[src/rtl/tri_inv_pipe.sv]
// Per-bit programmable inverter carried through a DEPTH-stage elastic valid/ready pipeline; optional parity via TRI_INV_PIPE_PARITY_EN.
// Latency: DEPTH cycles from accept to out_vld when unblocked, one beat per cycle sustained.
// Backpressure: out_rdy=0 holds the last stage; bubbles collapse and in_rdy drops only when every stage is held.
module tri_inv_pipe #(
    parameter int               WIDTH        = 1,
    parameter int               DEPTH        = 2,
    parameter logic [0:WIDTH-1] INV_MASK_RST = '1,
    parameter int               CNT_W        = 4
) (
    input  logic               clk,
    input  logic               rst_n,
    input  logic               in_vld,
    output logic               in_rdy,
    input  logic [0:WIDTH-1]   in_data,
    output logic               out_vld,
    input  logic               out_rdy,
    output logic [0:WIDTH-1]   out_data,
    input  logic               mask_we,
    input  logic [0:WIDTH-1]   mask_wdata,
    output logic [0:WIDTH-1]   mask_q,
    input  logic               flush,
    output logic [CNT_W-1:0]   occ,
    output logic               empty,
`ifdef TRI_INV_PIPE_PARITY_EN
    output logic               full,
    input  logic               par_err_inj,
    output logic               out_par
`else
    output logic               full
`endif
);

    if (DEPTH < 1 || DEPTH > 8) begin : g_bad_depth
        $error("tri_inv_pipe: DEPTH must be 1..8");
    end
    if ($clog2(DEPTH + 1) > CNT_W) begin : g_bad_cnt_w
        $error("tri_inv_pipe: CNT_W too narrow for DEPTH");
    end

    logic [DEPTH-1:0]   stg_vld;
    logic [0:WIDTH-1]   stg_dat [DEPTH];
    logic [DEPTH-1:0]   adv;
    logic [DEPTH-1:0]   load;
    logic               accept;
    logic               consume;
    logic [0:WIDTH-1]   in_inv;

    // adv[k]: stage k hands its beat downstream this cycle; resolved from the output end back.
    always_comb begin
        adv            = '0;
        adv[DEPTH-1]   = stg_vld[DEPTH-1] & out_rdy;
        for (int k = DEPTH - 2; k >= 0; k--) begin
            adv[k] = stg_vld[k] & (~stg_vld[k+1] | adv[k+1]);
        end
    end

    assign in_rdy  = rst_n & ~flush & (~stg_vld[0] | adv[0]);
    assign accept  = in_vld & in_rdy;
    assign consume = adv[DEPTH-1];
    assign in_inv  = in_data ^ mask_q;

    always_comb begin
        load    = '0;
        load[0] = accept;
        for (int k = 1; k < DEPTH; k++) begin
            load[k] = adv[k-1];
        end
    end

    always_ff @(posedge clk or negedge rst_n) begin
        if (!rst_n) begin
            stg_vld <= '0;
            occ     <= '0;
            mask_q  <= INV_MASK_RST;
            for (int k = 0; k < DEPTH; k++) begin
                stg_dat[k] <= '0;
            end
        end else begin
            if (mask_we) begin
                mask_q <= mask_wdata;
            end
            if (flush) begin
                stg_vld <= '0;
                occ     <= '0;
            end else begin
                stg_vld <= load | (stg_vld & ~adv);
                occ     <= occ + CNT_W'(accept) - CNT_W'(consume);
            end
            // Data of invalid stages is don't-care, so shifting during flush is harmless.
            if (accept) begin
                stg_dat[0] <= in_inv;
            end
            for (int k = 1; k < DEPTH; k++) begin
                if (adv[k-1]) begin
                    stg_dat[k] <= stg_dat[k-1];
                end
            end
        end
    end

`ifdef TRI_INV_PIPE_PARITY_EN
    logic [DEPTH-1:0] stg_par;

    always_ff @(posedge clk or negedge rst_n) begin
        if (!rst_n) begin
            stg_par <= '0;
        end else begin
            if (accept) begin
                stg_par[0] <= (^in_inv) ^ par_err_inj;
            end
            for (int k = 1; k < DEPTH; k++) begin
                if (adv[k-1]) begin
                    stg_par[k] <= stg_par[k-1];
                end
            end
        end
    end

    assign out_par = stg_par[DEPTH-1];
`endif

    assign out_vld  = stg_vld[DEPTH-1];
    assign out_data = stg_dat[DEPTH-1];
    assign empty    = (occ == '0);
    assign full     = (occ == CNT_W'(DEPTH));

endmodule

[config.mk]
export PLATFORM = sky130hd
export DESIGN_NAME = tri_inv_pipe
export DESIGN_NICKNAME = d
export VERILOG_FILES = /design/src/rtl/tri_inv_pipe.sv
export SDC_FILE = /design/constraint.sdc
export NUM_CORES = 1
export LEC_CHECK = 0
export BUFFER_PORTS_ARGS = -buffer_cell sky130_fd_sc_hd__buf_2
export CORE_AREA = 2 2 39 41
export CTS_CLUSTER_SIZE = 8
export DETAILED_ROUTE_END_ITERATION = 8
export DIE_AREA = 0 0 41 43
export PLACE_DENSITY = 0.75
export SETUP_SLACK_MARGIN = 0.02
export SYNTH_ARGS = -nofsm -noshare
export SYNTH_HDL_FRONTEND = slang
export SYNTH_SLANG_ARGS = --single-unit
[constraint.sdc]
create_clock -name clk -period 2.3 [get_ports clk]
set_input_delay 0.345 -clock clk [delete_from_list [all_inputs] [get_ports clk]]
set_output_delay 0.345 -clock clk [all_outputs]
set_load 0.03 [all_outputs]
Yosys cells after proc, flatten, opt, wreduce, memory -nomap -nowiden

Index checks and enable logic that the tools add are counted.

Reductions and logical operators: 1
Order comparisons: 0
$add $sub $neg: 2
Shift-type cells: 0
Bitwise logic cells: 14
Eq/ne operators: 1
Muxes and demuxes: 2
Multiply operators: 0
Div/mod/pow operators: 0

Operators with widths:

| kind                                                | count |
|---|---|
| bitwise AND 1 bit                                   | 5 |
| adder 4 x 1 -> 4 bit                                | 1 |
| equality test 4 x 2 -> 1 bit, second input constant | 1 |
| logical NOT 4 bit                                   | 1 |
| two-way mux 4 bit                                   | 1 |
| subtractor 4 x 1 -> 4 bit                           | 1 |
| inverter 1 bit                                      | 3 |
| bitwise AND 2 bit                                   | 1 |
| two-way mux 2 bit                                   | 1 |
| inverter 2 bit                                      | 1 |
| OR 1 bit                                            | 2 |
| OR 2 bit                                            | 1 |
| XOR 1 bit                                           | 1 |

Bits in latches: 0
Input bits: 8
Bits in read-only memories: 0
Logic and storage cells: 25
Register bits: 9
Memory bits (writable): 0
Memories kept: 0

Longest topological paths before layout

Gate-level depths: netlist (run 1).

Depth in word-level cells: 9
Depth in mapped cells: 8

Worst setup path before layout (run 1)

No wires, ideal clock.

Path type: reg2reg
Start: reg stg_vld[1]
End: reg occ[2]
Path slack: 331 ps
Setup time: 119 ps
Arrival time: 1,850 ps
Clock period less this slack: 1,969 ps
Stages on the path, launching flop included: 9
Required time: 2,181 ps
Cell sequence: dfrtp_1 nand3b_4 nand4b_4 ha_1 inv_1 ha_1 fa_1 xnor2_1 nor2_1

Word-level cells in the longest chain between the ends: 9

RTL lines:

| what                                                | RTL line | source |
|---|---|---|
| from (decl)                                         | 40       | `logic [DEPTH-1:0] stg_vld;` |
| from (signal assigned)                              | 86       | `stg_vld <= load \| (stg_vld & ~adv);` |
| bitwise AND 1 bit or inverter 1 bit (tied branches) | 51, 53   |  |
| OR 1 bit                                            | 53       | `adv[k] = stg_vld[k] & (~stg_vld[k+1] \| adv[k+1]);` |
| bitwise AND 1 bit                                   | 53       |  |
| OR 1 bit                                            | 57       | `assign in_rdy = rst_n & ~flush & (~stg_vld[0] \| adv[0]);` |
| bitwise AND 1 bit                                   | 57       |  |
| bitwise AND 1 bit                                   | 58       | `assign accept = in_vld & in_rdy;` |
| adder 4 x 1 -> 4 bit                                | 87       | `occ <= occ + CNT_W'(accept) - CNT_W'(consume);` |
| subtractor 4 x 1 -> 4 bit (*)                       | 87       |  |
| two-way mux 4 bit (*)                               | 82       | `if (flush) begin` |
| to (signal assigned)                                | 87       |  |
| to (decl)                                           | 22       | `output logic [CNT_W-1:0] occ,` |

Every way passes the cells marked *; elsewhere a longest branch is shown, timed or not.
A chain may end at the register's enable or synchronous reset.

Worst setup path in the final report (run 1)

Same ends and word-level chain as after synthesis.

==> flow_summary.json, run 1 <==
{
  "clock_path_buffers": 2,
  "initial_utilization": 0.3843,
  "die_h_um": 43,
  "clock-sinks": 9,
  "drtIter0Drc": 14,
  "grt-ovfl-total": 0,
  "yosysSeqAreaShare": 0.4259,
  "intPower_uw": 316.5,
  "status": "finished, final reports clean",
  "synth_commonest_cells": "dfrtp_1, inv_1, ha_1",
  "final_nets": 83,
  "numPlacedInstances": 80,
  "path_clk_slew_ns": 0.06,
  "drt-pass1-iter-count": 4,
  "yosysWarnings": 0,
  "async_reset_ff_frac": 1.000,
  "io_buffers": 17,
  "ys_ff_latch": 9,
  "tightestPinTransition_ns": 0.1788,
  "rsz0062_at_grt": "no",
  "yosysTopAreaCell": "dfrtp_1",
  "postSynthNetCount": 60,
  "routed-via-count": 404,
  "crit_fanout": 4,
  "drcViolationCount": 0,
  "crit_type": "reg -> reg",
  "setup_violations": 0,
  "diodes": 0,
  "wl_per_cell_um": 11.04,
  "hold_violations": 0,
  "first_global_vias": 402,
  "setup_slack_ns": 0.3911,
  "reg2reg_to": "occ[2]",
  "grt_pass1_wl_um": 1676,
  "io_pins": 18,
  "ys.flop_type": "dfrtp_1",
  "hold_ws_ns": 0.04833,
  "layout_worst_path_cycle_share": 0.8300,
  "worstPathArrival_ns": 2.05,
  "rrSetupSlack_ns": 0.39,
  "grt_start_max_net_pins": 11,
  "cts_setup_buffers": 0,
  "reg2reg_from": "stg_vld[1]",
  "cp-end-kind": "register",
  "gp_congestion": 0.6594,
  "fp.dieW_um": 41,
  "synthTopCellsByArea": "dfrtp_1, ha_1, dfstp_2, inv_1, nand4b_4",
  "fmax_mhz": 523.9,
  "pwr-share-seq": 0.407,
  "pre_cts_ws_ns": 0.3290,
  "p_sw_uw": 165.3,
  "startpoint_type": "register",
  "relSlewSlack": 0.8808,
  "num_rows": 14,
  "core_um2": 1384,
  "drv_slew": 0,
  "skew_ns": 0.002691,
  "grtUsageTotal": 0.1447,
  "n_fill_cell": 130,
  "cts_resized": 0,
  "avgSynthCellArea_um2": 11.56,
  "cp-startpoint": "stg_vld[1]",
  "dieArea_um2": 1763,
  "power.static_leakage_nw": 0.3758,
  "max_cap_viol_count": 0,
  "cts_tree": "built",
  "synthMostInstantiatedCell": "dfrtp_1",
  "p_clk_frac": 0.248,
  "ant_nets": 0,
  "netSwitchingFraction": 0.3430,
  "wirelength_um": 927,
  "final_util": 0.4846,
  "htree_levels": 1,
  "root_buffer": "clkbuf_4",
  "syn-cell-area_um2": 531.8,
  "antenna_found_initial": 0,
  "p_comb_frac": 0.345,
  "clkLatencyLatePin_ns": 0.25,
  "cts_buffers": 3,
  "post-synth-top-area-fraction": 0.3765,
  "layout-drive-gt1-share": 0.4265,
  "synthCells": 46,
  "synth_edf_count": 0,
  "required_ns": 2.44,
  "final.min_clock_period_ns": 1.909,
  "worstRegToRegCells": 8,
  "final_cells": 84,
  "cts_hold_buf": 0,
  "ir_drop_mv": 0.2034,
  "synth.distinct_cells": 20,
  "setup_tns_ns": 0,
  "syn_to_final_growth_pct": 26.12,
  "vias_per_cell": 4.810,
  "critPathCapture": "occ[2]",
  "power-per-cell-area_nw_per_um2": 718.4,
  "min_path_type": "in -> async"
}
-- power groups by stage --
stage / registers, mW / clock network (mW) / logic [mW]
after floorplan: 0.235 / 0 / 0.0814
after global placement: 0.198 / 0 / 0.164
after detailed placement: 0.200 / 0 / 0.167
after CTS: 0.196 / 0.128 / 0.168
final: 0.196 / 0.120 / 0.166
after global routing: 0.199 / 0.140 / 0.184
-- kinds of logic after synthesis --
group           after synthesis  share of synthesized area
mux                           3                    0.07058
fa+ha+maj                     6                     0.1553
compound gates                6                    0.06352
buf+inv                       7                    0.04942
xor+xnor                      2                    0.03295
flops                         9                     0.4259
simple gates                 13                     0.2023
-- state kept, by name, summed over array words and instances (netlist names) --
name      cells
occ           4
stg_dat       1
mask_q        1
out_data      1
stg_vld       2
-- routing by layer --
layer / vias to the layer above / GRT usage / part of all wire
met5: - / 0 / 0
met4: 0 / 0.1000 / 0.022
met3: 2 / 0.03141 / 0.029
met2: 9 / 0.2094 / 0.52
met1: 194 / 0.1815 / 0.42
li1: 199 / - / -
-- worst min-delay path by stage --
stage / endpoint / slack (ns)
after floorplan: occ[0] / 0.05
after global placement: occ[2] / 0.33
after detailed placement: occ[2] / 0.33
after CTS: occ[2] / 0.05
after global routing: occ[2] / 0.05
final: occ[3] / 0.05
-- cell usage in the layout (no fill, tap or decap) --
| cell | netlist | routed |
|---|---|---|
| inv_1 | 7 | 7 |
| and3b_2 | 1 | 1 |
| o21ai_1 | 1 | 1 |
| dfstp_2 | 1 | 1 |
| clkbuf_1 | 0 | 1 |
| nor2_1 | 4 | 4 |
| mux2_2 | 2 | 2 |
| nand3_1 | 1 | 1 |
| clkbuf_4 | 0 | 3 |
| a21oi_1 | 4 | 4 |
| a31o_2 | 1 | 1 |
| mux2_4 | 1 | 1 |
| nand2b_1 | 1 | 1 |
| buf_2 | 0 | 17 |
| buf_4 | 0 | 1 |
| ha_1 | 5 | 5 |
| nand4b_4 | 1 | 1 |
| nor2b_1 | 2 | 2 |
| xnor2_1 | 1 | 1 |
| xor2_1 | 1 | 1 |
| nand3b_4 | 1 | 1 |
| nor3b_1 | 2 | 2 |
| dfrtp_1 | 8 | 8 |
| fa_1 | 1 | 1 |
-- metrics by stage --
step,area [um^2],total power [mW]
after floorplan,531.8,0.3168
after global placement,644.4,0.3624
after detailed placement,644.4,0.3669
after CTS,670.6,0.4923
after global routing,670.6,0.5228
final,670.6,0.4818
-- area by class of cell --
class / count / area, um^2 / share of cell area
multi-input combinational: 30 / 279.0 / 0.4160
sequential: 9 / 226.5 / 0.3377
tap: 16 / 20.02 / 0.02985
timing repair buffer: 18 / 92.59 / 0.1381
clock buffer: 4 / 26.28 / 0.03918
inverter: 7 / 26.28 / 0.03918
-- worst max-delay path, cell delays in order (launching register included) --
cell and delay [ns]:
dfrtp_1 0.43, nand3b_4 0.12, nand4b_4 0.13, ha_1 0.29, inv_1 0.04, ha_1 0.19
fa_1 0.38, xnor2_1 0.17, nor2_1 0.06
Note: power is estimated with default switching activity, not from simulation.
==> run 2, diff against run 1 <==
clock period = 1.9 ns   (was 2.3 ns; I/O delays follow)
==> flow_summary.json, run 2 (synthesis results as in run 1) <==
{
  "status": "finished, final reports clean",
  "final_nets": 87,
  "worstPathArrival_ns": 2.03,
  "die_h_um": 43,
  "grt_pass1_wl_um": 1600,
  "clock-sinks": 9,
  "largest_reg_flops": 4,
  "power-per-cell-area_nw_per_um2": 805.0,
  "cp-end-kind": "register",
  "syn_to_final_growth_pct": 40.47,
  "max_cap_viol_count": 0,
  "p_comb_frac": 0.361,
  "grt_start_max_net_pins": 11,
  "core_um2": 1384,
  "setup_tns_ns": 0,
  "relSlewSlack": 0.8481,
  "pwr-share-seq": 0.395,
  "numPlacedInstances": 82,
  "io_buffers": 17,
  "rsz0062_at_grt": "yes",
  "required_ns": 2.10,
  "drt-pass1-iter-count": 3,
  "tightestPinTransition_ns": 0.2271,
  "htree_levels": 1,
  "cts_tree": "built",
  "final_cell_mix": "buf_2, dfrtp_1, inv_1",
  "n_fill_cell": 144,
  "cts_buffers": 3,
  "crit_fanout": 4,
  "top_regs": "occ x4, stg_vld x2",
  "p_sw_uw": 207.6,
  "ir_drop_mv": 0.5281,
  "path_clk_slew_ns": 0.06,
  "startpoint_type": "register",
  "num_rows": 14,
  "layout_worst_path_cycle_share": 0.9636,
  "power_uw": 601.3,
  "p_clk_frac": 0.245,
  "netSwitchingFraction": 0.3452,
  "diodes": 0,
  "routed-via-count": 423,
  "final_cells": 88,
  "final.min_clock_period_ns": 1.831,
  "io_pins": 18,
  "vias_per_cell": 4.807,
  "skew_ns": 0.007922,
  "multiInputGateArea_um2": 321.6,
  "dp_hpwl_um": 780.3,
  "drv_slew": 0,
  "wl_per_cell_um": 11.65,
  "ant_nets": 0,
  "fp.dieW_um": 41,
  "clkLatencyLatePin_ns": 0.26,
  "largest-register": "occ",
  "gp_congestion": 0.7762,
  "hold_ws_ns": 0.2603,
  "wirelength_um": 1025,
  "regArea_um2": 227.7,
  "layout-drive-gt1-share": 0.5417,
  "root_buffer": "clkbuf_4",
  "drtIter0Drc": 3,
  "intPower_uw": 393.7,
  "grt-ovfl-total": 0,
  "setup_violations": 0,
  "setup_slack_ns": 0.06915,
  "initial_utilization": 0.3843,
  "clock_path_buffers": 2,
  "grtUsageTotal": 0.1437,
  "final_common_cell": "buf_2",
  "hold_violations": 0,
  "fmax_mhz": 546.2,
  "pre_cts_ws_ns": 0.02701,
  "power.static_leakage_nw": 0.4016,
  "drcViolationCount": 0,
  "min_path_type": "in -> reg",
  "antenna_found_initial": 0,
  "first_global_vias": 394,
  "dieArea_um2": 1763,
  "crit_type": "reg -> reg"
}
[run 2: worst max-delay path, stage by stage (launching register included)]
cell and delay [ns]:
dfrtp_2 0.43, nand3b_4 0.10, nand4b_4 0.11, ha_4 0.28
inv_2 0.04, ha_4 0.15, fa_2 0.53, nor2b_4 0.12
[run 2: area by class of cell]
cell class | count | share of cell area
clock buffer | 4 | 0.03518
inverter | 7 | 0.03518
multi-input combinational | 30 | 0.4305
sequential | 9 | 0.3049
tap | 16 | 0.02680
timing repair buffer | 22 | 0.1675
[run 2: stage by stage]
| stage | instance area, um^2 | utilization |
|---|---|---|
| after global placement | 660.6 | 0.4774 |
| after floorplan | 533.0 | - |
| after detailed placement | 660.6 | 0.4774 |
| after CTS | 699.4 | 0.5054 |
| final | 747.0 | 0.5398 |
| after global routing | 747.0 | 0.5398 |
[run 2: worst paths after layout]
| path | start | slack [ns] | end | depth (start not counted) |
|---|---|---|---|---|
| max | stg_vld[1] | 0.07 | occ[1] | 7 |
| min | mask_wdata | 0.26 | mask_q | 2 |
| min reg2reg | out_data | 0.50 | out_data | 1 |
| max reg2reg | stg_vld[1] | 0.07 | occ[1] | 7 |
| max in group asynchronous | rst_n | 1.15 | mask_q | 3 |
| min in group asynchronous | rst_n | 0.52 | occ[1] | 3 |
[run 2: timing repair]
item	in CTS	in global routing
endpoints found under the hold margin	8	0
setup endpoints to repair	1	2
cloned	0	0
gates resized for setup	1	6
hold buffers	1	0
buffers inserted	0	1
pin swaps	1	5
[run 2: routing by layer]
| layer | GRT usage | up-vias | routed length [um] | part of all wire |
|---|---|---|---|---|
| met4 | 0.1200 | 0 | 32 | 0.031 |
| met3 | 0.04712 | 4 | 32 | 0.031 |
| li1 | - | 208 | - | - |
| met2 | 0.2094 | 7 | 540 | 0.53 |
| met5 | 0 | - | 0 | 0 |
| met1 | 0.1584 | 204 | 419 | 0.41 |
[run 2: power by group through the flow]
stage                     Clock, mW  Combinational [mW]  Sequential (mW)
after floorplan                   0              0.0985            0.285
after global placement            0               0.202            0.240
after detailed placement          0               0.206            0.241
after CTS                     0.153               0.209            0.237
after global routing          0.166               0.236            0.243
final                         0.147               0.217            0.237
==> run 3, diff against run 2 <==
SETUP_SLACK_MARGIN = 0.5   (was 0.02)
==> flow_summary.json, run 3 (synthesis results as in run 1) <==
{
  "status": "finished, final reports clean",
  "min_path_type": "in -> async",
  "layout-drive-gt1-share": 0.7067,
  "ir_drop_mv": 0.4259,
  "slowest_delay_ns": 0.50,
  "wl_per_cell_um": 14.07,
  "dieArea_um2": 1763,
  "io_buffers": 17,
  "hold_violations": 0,
  "htree_levels": 1,
  "crit_path_frequent_cell": "ha_4",
  "final_nets": 90,
  "core_um2": 1384,
  "clkLatencyLatePin_ns": 0.26,
  "diodes": 0,
  "p_comb_frac": 0.408,
  "drtIter0Drc": 7,
  "top_regs": "occ x4, stg_vld x2",
  "numPlacedInstances": 81,
  "intPower_uw": 431.8,
  "ant_nets": 0,
  "cts_tree": "built",
  "initial_utilization": 0.3843,
  "root_buffer": "clkbuf_4",
  "gp_congestion": 0.6765,
  "dp_hpwl_um": 776,
  "p_clk_frac": 0.229,
  "fp.dieW_um": 41,
  "cp-end-kind": "register",
  "drcViolationCount": 0,
  "final_common_cell": "buf_2",
  "clock-sinks": 9,
  "drt-pass1-iter-count": 4,
  "final_cells": 91,
  "setup_violations": 0,
  "tightestPinTransition_ns": 0.3753,
  "multiInputGateArea_um2": 376.6,
  "die_h_um": 43,
  "grt_start_max_net_pins": 9,
  "crit_type": "reg -> reg",
  "drv_slew": 0,
  "n_fill_cell": 110,
  "relSlewSlack": 0.7490,
  "cp_slowest_cell": "fa_2",
  "first_global_vias": 463,
  "layout_worst_path_cycle_share": 0.9482,
  "max_cap_viol_count": 0,
  "power-per-cell-area_nw_per_um2": 796.9,
  "final_cell_mix": "buf_2, buf_4, dfrtp_1",
  "netSwitchingFraction": 0.3556,
  "required_ns": 2.10,
  "power.static_leakage_nw": 0.4251,
  "p_sw_uw": 238.2,
  "clock_path_buffers": 2,
  "grtUsageTotal": 0.1907,
  "grt_pass1_wl_um": 2173,
  "worstPathArrival_ns": 2.00,
  "setup_slack_ns": 0.09847,
  "crit_fanout": 4,
  "fmax_mhz": 555.1,
  "cts_buffers": 3,
  "path_cells": "nand3b_4, nand4b_4, ha_4, inv_2, ha_4, fa_2, nor2b_1",
  "grt-ovfl-total": 0,
  "routed-via-count": 459,
  "syn_to_final_growth_pct": 58.12,
  "num_rows": 14,
  "antenna_found_initial": 0,
  "largest-register": "occ",
  "path_clk_slew_ns": 0.07,
  "pwr-share-seq": 0.362,
  "largest_reg_flops": 4,
  "final.min_clock_period_ns": 1.802,
  "setup_tns_ns": 0,
  "pre_cts_ws_ns": 0.05257,
  "regArea_um2": 229.0,
  "wirelength_um": 1280,
  "rsz0062_at_grt": "yes",
  "io_pins": 18,
  "vias_per_cell": 5.044,
  "startpoint_type": "register",
  "skew_ns": 0.002411
}
==> run 3: critical path, delay by kind of cell, from the launching register on <==
family	cells	cell delay [ns]
buffers and inverters	1	0.04
DFF	1	0.43
adders and majority gates	3	0.94
and+or+nand+nor	3	0.33
==> run 3: per-layer routing <==
metal  global-route usage  vias to the layer above  share of wire
met4               0.1000                        0          0.020
li1                     -                      215              -
met1               0.2326                      227           0.37
met2               0.3031                       15           0.57
met3              0.03141                        2          0.041
met5                    0                        -              0
==> run 3: area by class of cell <==
cell class	count	area share
Sequential cell	9	0.2723
Multi-Input combinational cell	30	0.4479
Timing Repair Buffer	25	0.1905
Clock buffer	4	0.03125
Tap cell	16	0.02381
Inverter	7	0.03423
==> run 3: worst paths after layout <==
check / startpoint / slack (ns) / endpoint / cells after the start
min: rst_n / 0.09 / mask_q / 2
min reg2reg: out_data / 0.51 / out_data / 1
max: stg_vld[1] / 0.1 / occ[1] / 7
max in group asynchronous: rst_n / 0.99 / occ[0] / 3
min in group clk: mask_wdata / 0.25 / mask_q / 2
max reg2reg: stg_vld[1] / 0.1 / occ[1] / 7
==> run 3: timing repair <==
action / 4_1_cts / 5_1_grt
hold buffers: 1 / 0
setup endpoints to repair: 7 / 8
buffers inserted: 4 / 1
resized for setup: 15 / 2
hold endpoints to repair: 8 / 0
pin swaps: 7 / 3
==> run 3: power groups by stage <==
stage / clock, mW / sequential, mW / combinational, mW
floorplan: 0 / 0.288 / 0.117
global placement: 0 / 0.243 / 0.218
detailed placement: 0 / 0.244 / 0.224
CTS: 0.152 / 0.242 / 0.263
global route: 0.165 / 0.247 / 0.294
finish: 0.154 / 0.243 / 0.274
==> run 3: per-stage QoR <==
stage          total power, mW  utilization  hold slack [ns]  area, um^2
6_report                0.6700       0.6076          0.09476       840.8
5_1_grt                 0.7063       0.6076          0.09903       840.8
4_1_cts                 0.6564       0.5958          0.09242       824.5
3_5_place_dp            0.4678       0.5081           0.2566       703.2
3_3_place_gp            0.4607       0.5081           0.2563       703.2
2_1_floorplan           0.4050            -         -0.01059       583.1
